<file path="src/rtl/dec10to8_pkg.sv">
// rtl/dec10to8_pkg.sv - 8b/10b decode constants, subblock tables and disparity helpers
package dec10to8_pkg;

    localparam logic RD_NEG = 1'b0;
    localparam logic RD_POS = 1'b1;

    localparam logic [7:0] K28_0 = 8'h1C;
    localparam logic [7:0] K28_1 = 8'h3C;
    localparam logic [7:0] K28_2 = 8'h5C;
    localparam logic [7:0] K28_3 = 8'h7C;
    localparam logic [7:0] K28_4 = 8'h9C;
    localparam logic [7:0] K28_5 = 8'hBC;
    localparam logic [7:0] K28_6 = 8'hDC;
    localparam logic [7:0] K28_7 = 8'hFC;
    localparam logic [7:0] K23_7 = 8'hF7;
    localparam logic [7:0] K27_7 = 8'hFB;
    localparam logic [7:0] K29_7 = 8'hFD;
    localparam logic [7:0] K30_7 = 8'hFE;

    typedef enum logic [1:0] {
        DISP_NEUT = 2'd0,
        DISP_POS  = 2'd1,
        DISP_NEG  = 2'd2,
        DISP_BAD  = 2'd3
    } disp_t;

    typedef struct packed {
        logic       valid;
        logic       k28;
        logic [4:0] value;
    } sub6_t;

    typedef struct packed {
        logic       valid;
        logic       a7;
        logic       p7;
        logic [2:0] value;
    } sub4_t;

    // Both running-disparity columns of the 5b/6b table map to the same value.
    function automatic sub6_t lookup_6b(input logic [5:0] c);
        sub6_t r;
        r.valid = 1'b1;
        r.k28   = 1'b0;
        r.value = 5'd0;
        case (c)
            6'b100111, 6'b011000: r.value = 5'd0;
            6'b011101, 6'b100010: r.value = 5'd1;
            6'b101101, 6'b010010: r.value = 5'd2;
            6'b110001:            r.value = 5'd3;
            6'b110101, 6'b001010: r.value = 5'd4;
            6'b101001:            r.value = 5'd5;
            6'b011001:            r.value = 5'd6;
            6'b111000, 6'b000111: r.value = 5'd7;
            6'b111001, 6'b000110: r.value = 5'd8;
            6'b100101:            r.value = 5'd9;
            6'b010101:            r.value = 5'd10;
            6'b110100:            r.value = 5'd11;
            6'b001101:            r.value = 5'd12;
            6'b101100:            r.value = 5'd13;
            6'b011100:            r.value = 5'd14;
            6'b010111, 6'b101000: r.value = 5'd15;
            6'b011011, 6'b100100: r.value = 5'd16;
            6'b100011:            r.value = 5'd17;
            6'b010011:            r.value = 5'd18;
            6'b110010:            r.value = 5'd19;
            6'b001011:            r.value = 5'd20;
            6'b101010:            r.value = 5'd21;
            6'b011010:            r.value = 5'd22;
            6'b111010, 6'b000101: r.value = 5'd23;
            6'b110011, 6'b001100: r.value = 5'd24;
            6'b100110:            r.value = 5'd25;
            6'b010110:            r.value = 5'd26;
            6'b110110, 6'b001001: r.value = 5'd27;
            6'b001110:            r.value = 5'd28;
            6'b101110, 6'b010001: r.value = 5'd29;
            6'b011110, 6'b100001: r.value = 5'd30;
            6'b101011, 6'b010100: r.value = 5'd31;
            6'b001111, 6'b110000: begin
                r.value = 5'd28;
                r.k28   = 1'b1;
            end
            default:              r.valid = 1'b0;
        endcase
        return r;
    endfunction

    function automatic sub4_t lookup_4b(input logic [3:0] c);
        sub4_t r;
        r.valid = 1'b1;
        r.a7    = 1'b0;
        r.p7    = 1'b0;
        r.value = 3'd0;
        case (c)
            4'b1011, 4'b0100: r.value = 3'd0;
            4'b1001:          r.value = 3'd1;
            4'b0101:          r.value = 3'd2;
            4'b1100, 4'b0011: r.value = 3'd3;
            4'b1101, 4'b0010: r.value = 3'd4;
            4'b1010:          r.value = 3'd5;
            4'b0110:          r.value = 3'd6;
            4'b1110, 4'b0001: begin
                r.value = 3'd7;
                r.p7    = 1'b1;
            end
            4'b0111, 4'b1000: begin
                r.value = 3'd7;
                r.a7    = 1'b1;
            end
            default:          r.valid = 1'b0;
        endcase
        return r;
    endfunction

    function automatic disp_t class_6b(input logic [5:0] c);
        int n;
        n = $countones(c);
        if (n == 3)      return DISP_NEUT;
        else if (n == 4) return DISP_POS;
        else if (n == 2) return DISP_NEG;
        else             return DISP_BAD;
    endfunction

    function automatic disp_t class_4b(input logic [3:0] c);
        int n;
        n = $countones(c);
        if (n == 2)      return DISP_NEUT;
        else if (n == 3) return DISP_POS;
        else if (n == 1) return DISP_NEG;
        else             return DISP_BAD;
    endfunction

    function automatic logic next_rd(input logic rd, input disp_t d);
        case (d)
            DISP_POS: return RD_POS;
            DISP_NEG: return RD_NEG;
            default:  return rd;
        endcase
    endfunction

    // 6b prefixes that may legally be followed by A7 = 0111 (ends at RD-).
    function automatic logic a7_lo_ok(input logic [5:0] c);
        case (c)
            6'b100011, 6'b010011, 6'b001011,
            6'b000101, 6'b001001, 6'b010001, 6'b100001, 6'b110000: return 1'b1;
            default: return 1'b0;
        endcase
    endfunction

    // 6b prefixes that may legally be followed by A7 = 1000 (ends at RD+).
    function automatic logic a7_hi_ok(input logic [5:0] c);
        case (c)
            6'b110100, 6'b101100, 6'b011100,
            6'b111010, 6'b110110, 6'b101110, 6'b011110, 6'b001111: return 1'b1;
            default: return 1'b0;
        endcase
    endfunction

    function automatic logic kx7_prefix(input logic [5:0] c);
        case (c)
            6'b111010, 6'b000101, 6'b110110, 6'b001001,
            6'b101110, 6'b010001, 6'b011110, 6'b100001: return 1'b1;
            default: return 1'b0;
        endcase
    endfunction

    // P7 where the encoder would have been forced to use A7 instead.
    function automatic logic p7_conflict(input logic [5:0] c6, input logic [3:0] c4);
        logic lo_set;
        logic hi_set;
        lo_set = (c6 == 6'b100011) || (c6 == 6'b010011) || (c6 == 6'b001011);
        hi_set = (c6 == 6'b110100) || (c6 == 6'b101100) || (c6 == 6'b011100);
        return ((c4 == 4'b1110) && lo_set) || ((c4 == 4'b0001) && hi_set);
    endfunction

endpackage

</file>
<file path="src/rtl/dec10to8_dec6to5.sv">
// rtl/dec10to8_dec6to5.sv - 6b to 5b subblock decode with disparity classification
module dec6to5
    import dec10to8_pkg::*;
(
    input  logic [5:0] code6,
    input  logic       rd_in,
    output logic [4:0] value5,
    output logic       valid6,
    output logic       k28,
    output disp_t      disp6,
    output logic       rd_mid,
    output logic       disp_err6
);

    sub6_t sub6;

    always_comb begin
        sub6      = lookup_6b(code6);
        value5    = sub6.value;
        valid6    = sub6.valid;
        k28       = sub6.k28;
        disp6     = class_6b(code6);
        rd_mid    = next_rd(rd_in, disp6);
        // Neutral D.7 codes are still polarity-specific.
        disp_err6 = ((disp6 == DISP_POS) && (rd_in == RD_POS)) ||
                    ((disp6 == DISP_NEG) && (rd_in == RD_NEG)) ||
                    ((code6 == 6'b000111) && (rd_in == RD_NEG)) ||
                    ((code6 == 6'b111000) && (rd_in == RD_POS));
    end

endmodule

</file>
<file path="src/rtl/dec10to8.sv">
// rtl/dec10to8.sv - 8b/10b symbol decoder; DEC10TO8_ERRCNT_EN adds a saturating error counter
module dec10to8
    import dec10to8_pkg::*;
(
    input  logic        clk,
    input  logic        rst_n,
    input  logic [9:0]  datain,
    input  logic        valid_in,
    output logic [7:0]  dataout,
    output logic        valid_out,
    output logic        kchar,
    output logic        code_err,
    output logic        disp_err,
`ifdef DEC10TO8_ERRCNT_EN
    output logic        rd_out,
    output logic [15:0] err_cnt
`else
    output logic        rd_out
`endif
);

    logic [5:0] code6;
    logic [3:0] code4;
    logic [3:0] code4_adj;
    logic [4:0] value5;
    logic       valid6;
    logic       k28;
    disp_t      disp6;
    logic       rd_mid;
    logic       disp_err6;
    logic       rd_q;

    sub4_t      sub4;
    disp_t      disp4;
    logic       rd_end;
    logic       disp_err4;
    logic       a7_ok;
    logic       p7_bad;
    logic       kx7;
    logic       sym_code_err;
    logic       sym_disp_err;
    logic       sym_k;
    logic [7:0] sym_byte;

    assign code6  = datain[9:4];
    assign code4  = datain[3:0];
    assign rd_out = rd_q;

    dec6to5 u_dec6to5 (
        .code6     (code6),
        .rd_in     (rd_q),
        .value5    (value5),
        .valid6    (valid6),
        .k28       (k28),
        .disp6     (disp6),
        .rd_mid    (rd_mid),
        .disp_err6 (disp_err6)
    );

    always_comb begin
        // The RD+ form of K28 carries the complemented 4b subblock.
        code4_adj    = (k28 && (code6 == 6'b110000)) ? ~code4 : code4;
        sub4         = lookup_4b(code4_adj);
        disp4        = class_4b(code4);
        rd_end       = next_rd(rd_mid, disp4);
        disp_err4    = ((disp4 == DISP_POS) && (rd_mid == RD_POS)) ||
                       ((disp4 == DISP_NEG) && (rd_mid == RD_NEG)) ||
                       ((code4 == 4'b0011) && (rd_mid == RD_NEG)) ||
                       ((code4 == 4'b1100) && (rd_mid == RD_POS));
        a7_ok        = ((code4 == 4'b0111) && a7_lo_ok(code6)) ||
                       ((code4 == 4'b1000) && a7_hi_ok(code6));
        p7_bad       = p7_conflict(code6, code4) || (sub4.p7 && k28);
        kx7          = sub4.a7 && kx7_prefix(code6);
        sym_code_err = !valid6 || !sub4.valid || (sub4.a7 && !a7_ok) || p7_bad;
        sym_disp_err = disp_err6 || disp_err4;
        sym_k        = k28 || kx7;
        sym_byte     = {sub4.value, value5};
    end

    always_ff @(posedge clk or negedge rst_n) begin
        if (!rst_n) begin
            dataout   <= 8'h00;
            valid_out <= 1'b0;
            kchar     <= 1'b0;
            code_err  <= 1'b0;
            disp_err  <= 1'b0;
            rd_q      <= RD_NEG;
        end else if (valid_in) begin
            dataout   <= sym_code_err ? 8'h00 : sym_byte;
            valid_out <= 1'b1;
            kchar     <= sym_k && !sym_code_err;
            code_err  <= sym_code_err;
            disp_err  <= sym_disp_err;
            rd_q      <= rd_end;
        end else begin
            valid_out <= 1'b0;
            kchar     <= 1'b0;
            code_err  <= 1'b0;
            disp_err  <= 1'b0;
        end
    end

`ifdef DEC10TO8_ERRCNT_EN
    always_ff @(posedge clk or negedge rst_n) begin
        if (!rst_n) begin
            err_cnt <= 16'h0000;
        end else if (valid_in && (sym_code_err || sym_disp_err) && (err_cnt != 16'hFFFF)) begin
            err_cnt <= err_cnt + 16'd1;
        end
    end
`endif

endmodule

</file>
<file path="config.mk">
export PLATFORM = sky130hd
export DESIGN_NAME = dec10to8
export DESIGN_NICKNAME = d
export VERILOG_FILES = /design/src/rtl/dec10to8_pkg.sv /design/src/rtl/dec10to8_dec6to5.sv /design/src/rtl/dec10to8.sv
export SDC_FILE = /design/constraint.sdc
export NUM_CORES = 1
export LEC_CHECK = 0
export BUFFER_PORTS_ARGS = -buffer_cell sky130_fd_sc_hd__buf_2
export CAP_MARGIN = 20
export CORE_ASPECT_RATIO = 0.75
export CORE_MARGIN = 3
export CORE_UTILIZATION = 50
export CTS_BUF_LIST = sky130_fd_sc_hd__clkbuf_8
export CTS_CLUSTER_DIAMETER = 30
export DETAILED_ROUTE_END_ITERATION = 10
export PLACE_DENSITY_LB_ADDON = 0.1
export SLEW_MARGIN = 20
export SYNTH_ARGS = -nofsm -noshare
export SYNTH_HDL_FRONTEND = slang
export SYNTH_HIERARCHICAL = 1
export SYNTH_SLANG_ARGS = --single-unit
</file>
<file path="constraint.sdc">
create_clock -name clk -period 1.2 [get_ports clk]
set_input_delay 0.12 -clock clk [delete_from_list [all_inputs] [get_ports clk]]
set_output_delay 0.12 -clock clk [all_outputs]
set_load 0.01 [all_outputs]
</file>
==> metrics.txt <==
worst-path fanout max=3; total chip power=2.412 mW; Max Clock Skew=4.395 ps; clock power share=15.5%; CTS tree=built; gp weighted congestion=0.9131; PD cells=767.3 nW/um^2; cells after synthesis=278; Starting DRT DRC Count=290; crit end category=register; Reg power frac=22.8%; global-route wire length before repair=10,780 um; non-filler cells, final=418; Routed Antenna Nets=0; Sw Ratio=39.34%; Slew Viols, Final=0; Layout area overhead=44.87%; Post-synth top flop=dfrtp_1; Post-Route WL=6917 um; routed length per instance=16.55 um; Tightest Pin Transition=728.6 ps; GRT Total Usage=26.24%; clock latency on the worst-skew pair=240 ps; DRC viols=0; Vias/cell=5.967; DRT Pass-1 Iters=5; Worst Path Required=1330 ps; failing checks=negative setup slack; share of cells above drive strength 1=42.15%; cell internal pwr=1.463 mW; Sw Pwr=0.9486 mW; status=finished with violations; HPWL Detailed=5024 um; post-synthesis cell type count=68; Core ar.=4104 um^2; IO Pins=26; VDD IR max=0.8631 mV; n_diodes=0; post-synth net total=308; FMAX=0.3309 GHz; final setup fails=12; clk slew on worst S/H paths=60 ps; post-synthesis sequential area ratio=14.99%; Setup TNS=-14,290 ps; Post-synth ARST share=100.0%; clk buf depth=2; period utilization=251.8%; largest net degree at the start of global routing=40; Fillers=303; Port Buffer Count=25; placed insts=410; gr ovfl total=0; most common cell after layout, fill and taps aside=buf_4; crit path kind=in -> reg; RSZ-0062 raised after global routing=yes; Syn Area/Cell=7.804 um^2; vias=2,494; nets=394; post-synth design cell area=2170 um^2; number of global-route vias before repair=2,272; Data arrival, critical path=3150 ps; dpl ws=-2125 ps; Ys Warns=6; most frequent cells in the layout=buf_4 (71), nand2_1 (29), buf_2 (23); slew margin rel.=50.91%; die width=82.06 um; max_cap viols=0; Seq cells post-synth=13; CTS H-Tree Depth=1; root buffer cell=clkbuf_8; EDFF count, synth=0; Lkg Pwr=1.389 nW; initial core utilization=52.87%; min setup slack post-route=-1822 ps; HP Class=in -> reg; CTS Buf Count=3; clk sink count=13; minimum clock period=3022 ps; die height=63.05 um; die area=5173 um^2; Comb pwr share=61.6%; Rows=20; initial antenna violation count=0; CP startpoint kind=primary input; Final Hold Fails=0
## registers in the layout (all words and copies together) (netlist names)
name and flops:
disp_err 1, dataout 8, kchar 1, rd_out 1, code_err 1, valid_out 1
## stage by stage
stage          util, %  hold WS (ps)  cell area, um^2
2_1_floorplan        -        -175.6             2352
3_3_place_gp     71.74         14.90             2944
3_5_place_dp     71.74         13.26             2944
4_1_cts          74.36         109.0             3052
5_1_grt          76.59         118.2             3143
6_report         76.59         128.3             3143
## path summary, 6_finish.rpt
kind | start | end | slack, ps | depth (start not counted)
max in group asynchronous | rst_n | rd_out | 680 | 2
min reg2reg | dataout[7] | dataout[7] | 490 | 2
min | valid_in | valid_out | 130 | 1
max reg2reg | rd_out | disp_err | 0 | 4
max | datain[7] | disp_err | -1820 | 14
min in group asynchronous | rst_n | dataout[2] | 290 | 2
## layout make-up
cell class,count,area [um^2],area share [%]
Multi-Input combinational cell,224,1876,59.67
Inverter,20,75.07,2.389
Timing Repair Buffer,102,753.2,23.96
Sequential cell,13,325.3,10.35
Clock inverter,1,3.754,0.1194
Clock buffer,3,41.29,1.314
Tap cell,55,68.82,2.189
## critical path: stages
cell and delay (ps):
buf_8 100, fa_1 480, ha_1 320, inv_2 40
fa_2 330, fa_1 530, nand2_1 70, o21ai_2 150
inv_2 60, ha_4 260, mux2_4 300, a211oi_2 140
a31oi_1 70, o21a_1 180
## power by group through the flow
stage	Sequential, mW	Clock (mW)	Combinational, mW
floorplan	0.590	0	0.759
global placement	0.553	0	1.28
detailed placement	0.554	0	1.32
CTS	0.547	0.374	1.40
global route	0.555	0.401	1.61
finish	0.551	0.374	1.49
## kinds of logic (layout without fill, tap and decap cells)
| logic type | count (synthesis) | count (layout) | synth area share [%] |
|---|---|---|---|
| AO/OA/AOI/OAI | 66 | 66 | 24.11 |
| XOR/XNOR | 4 | 4 | 1.615 |
| adder cells (fa/ha/maj) | 17 | 17 | 11.19 |
| buffers and inverters | 42 | 126 | 9.227 |
| flip-flops | 13 | 13 | 14.99 |
| multiplexers | 10 | 10 | 4.787 |
| AND/OR/NAND/NOR | 126 | 127 | 34.08 |
## synthesized netlist by cell type, types with 4 or more instances
library cell,instances,share of area [%]
nand2_1,31,5.4
nor2_1,21,3.6
inv_1,20,3.5
dfrtp_1,13,15
ha_1,13,7.5
nand3_1,11,2.5
buf_2,10,2.3
a21oi_1,9,2.1
nor3_1,8,1.8
mux2i_1,7,3.2
nand2b_1,7,2.0
nor2b_1,7,2.0
o21ai_0,7,1.6
o32ai_1,7,2.8
clkbuf_1,6,1.0
o22ai_1,5,1.4
a31oi_1,4,1.2
buf_4,4,1.4
fa_1,4,3.7
nand4_1,4,1.2
nand4b_1,4,1.6
## per-layer routing
layer | up-vias | track usage [%] | share of wire [%]
li1 | 1207 | - | -
met1 | 1192 | 40.25 | 48
met2 | 89 | 38.61 | 44
met3 | 6 | 4.611 | 7.2
met4 | 0 | 3.734 | 0.68
met5 | - | 0 | 0
## repair_timing
item                                    in CTS  in global routing
pin swaps                                    7                  7
hold buffers                                 1                  0
endpoints found under the hold margin       13                  0
resized for setup                           11                 12
buffers inserted                             0                  3
endpoints found under the setup margin      12                 12
gates cloned                                 0                  1
No activity file was read; power rests on OpenSTA's default activity.
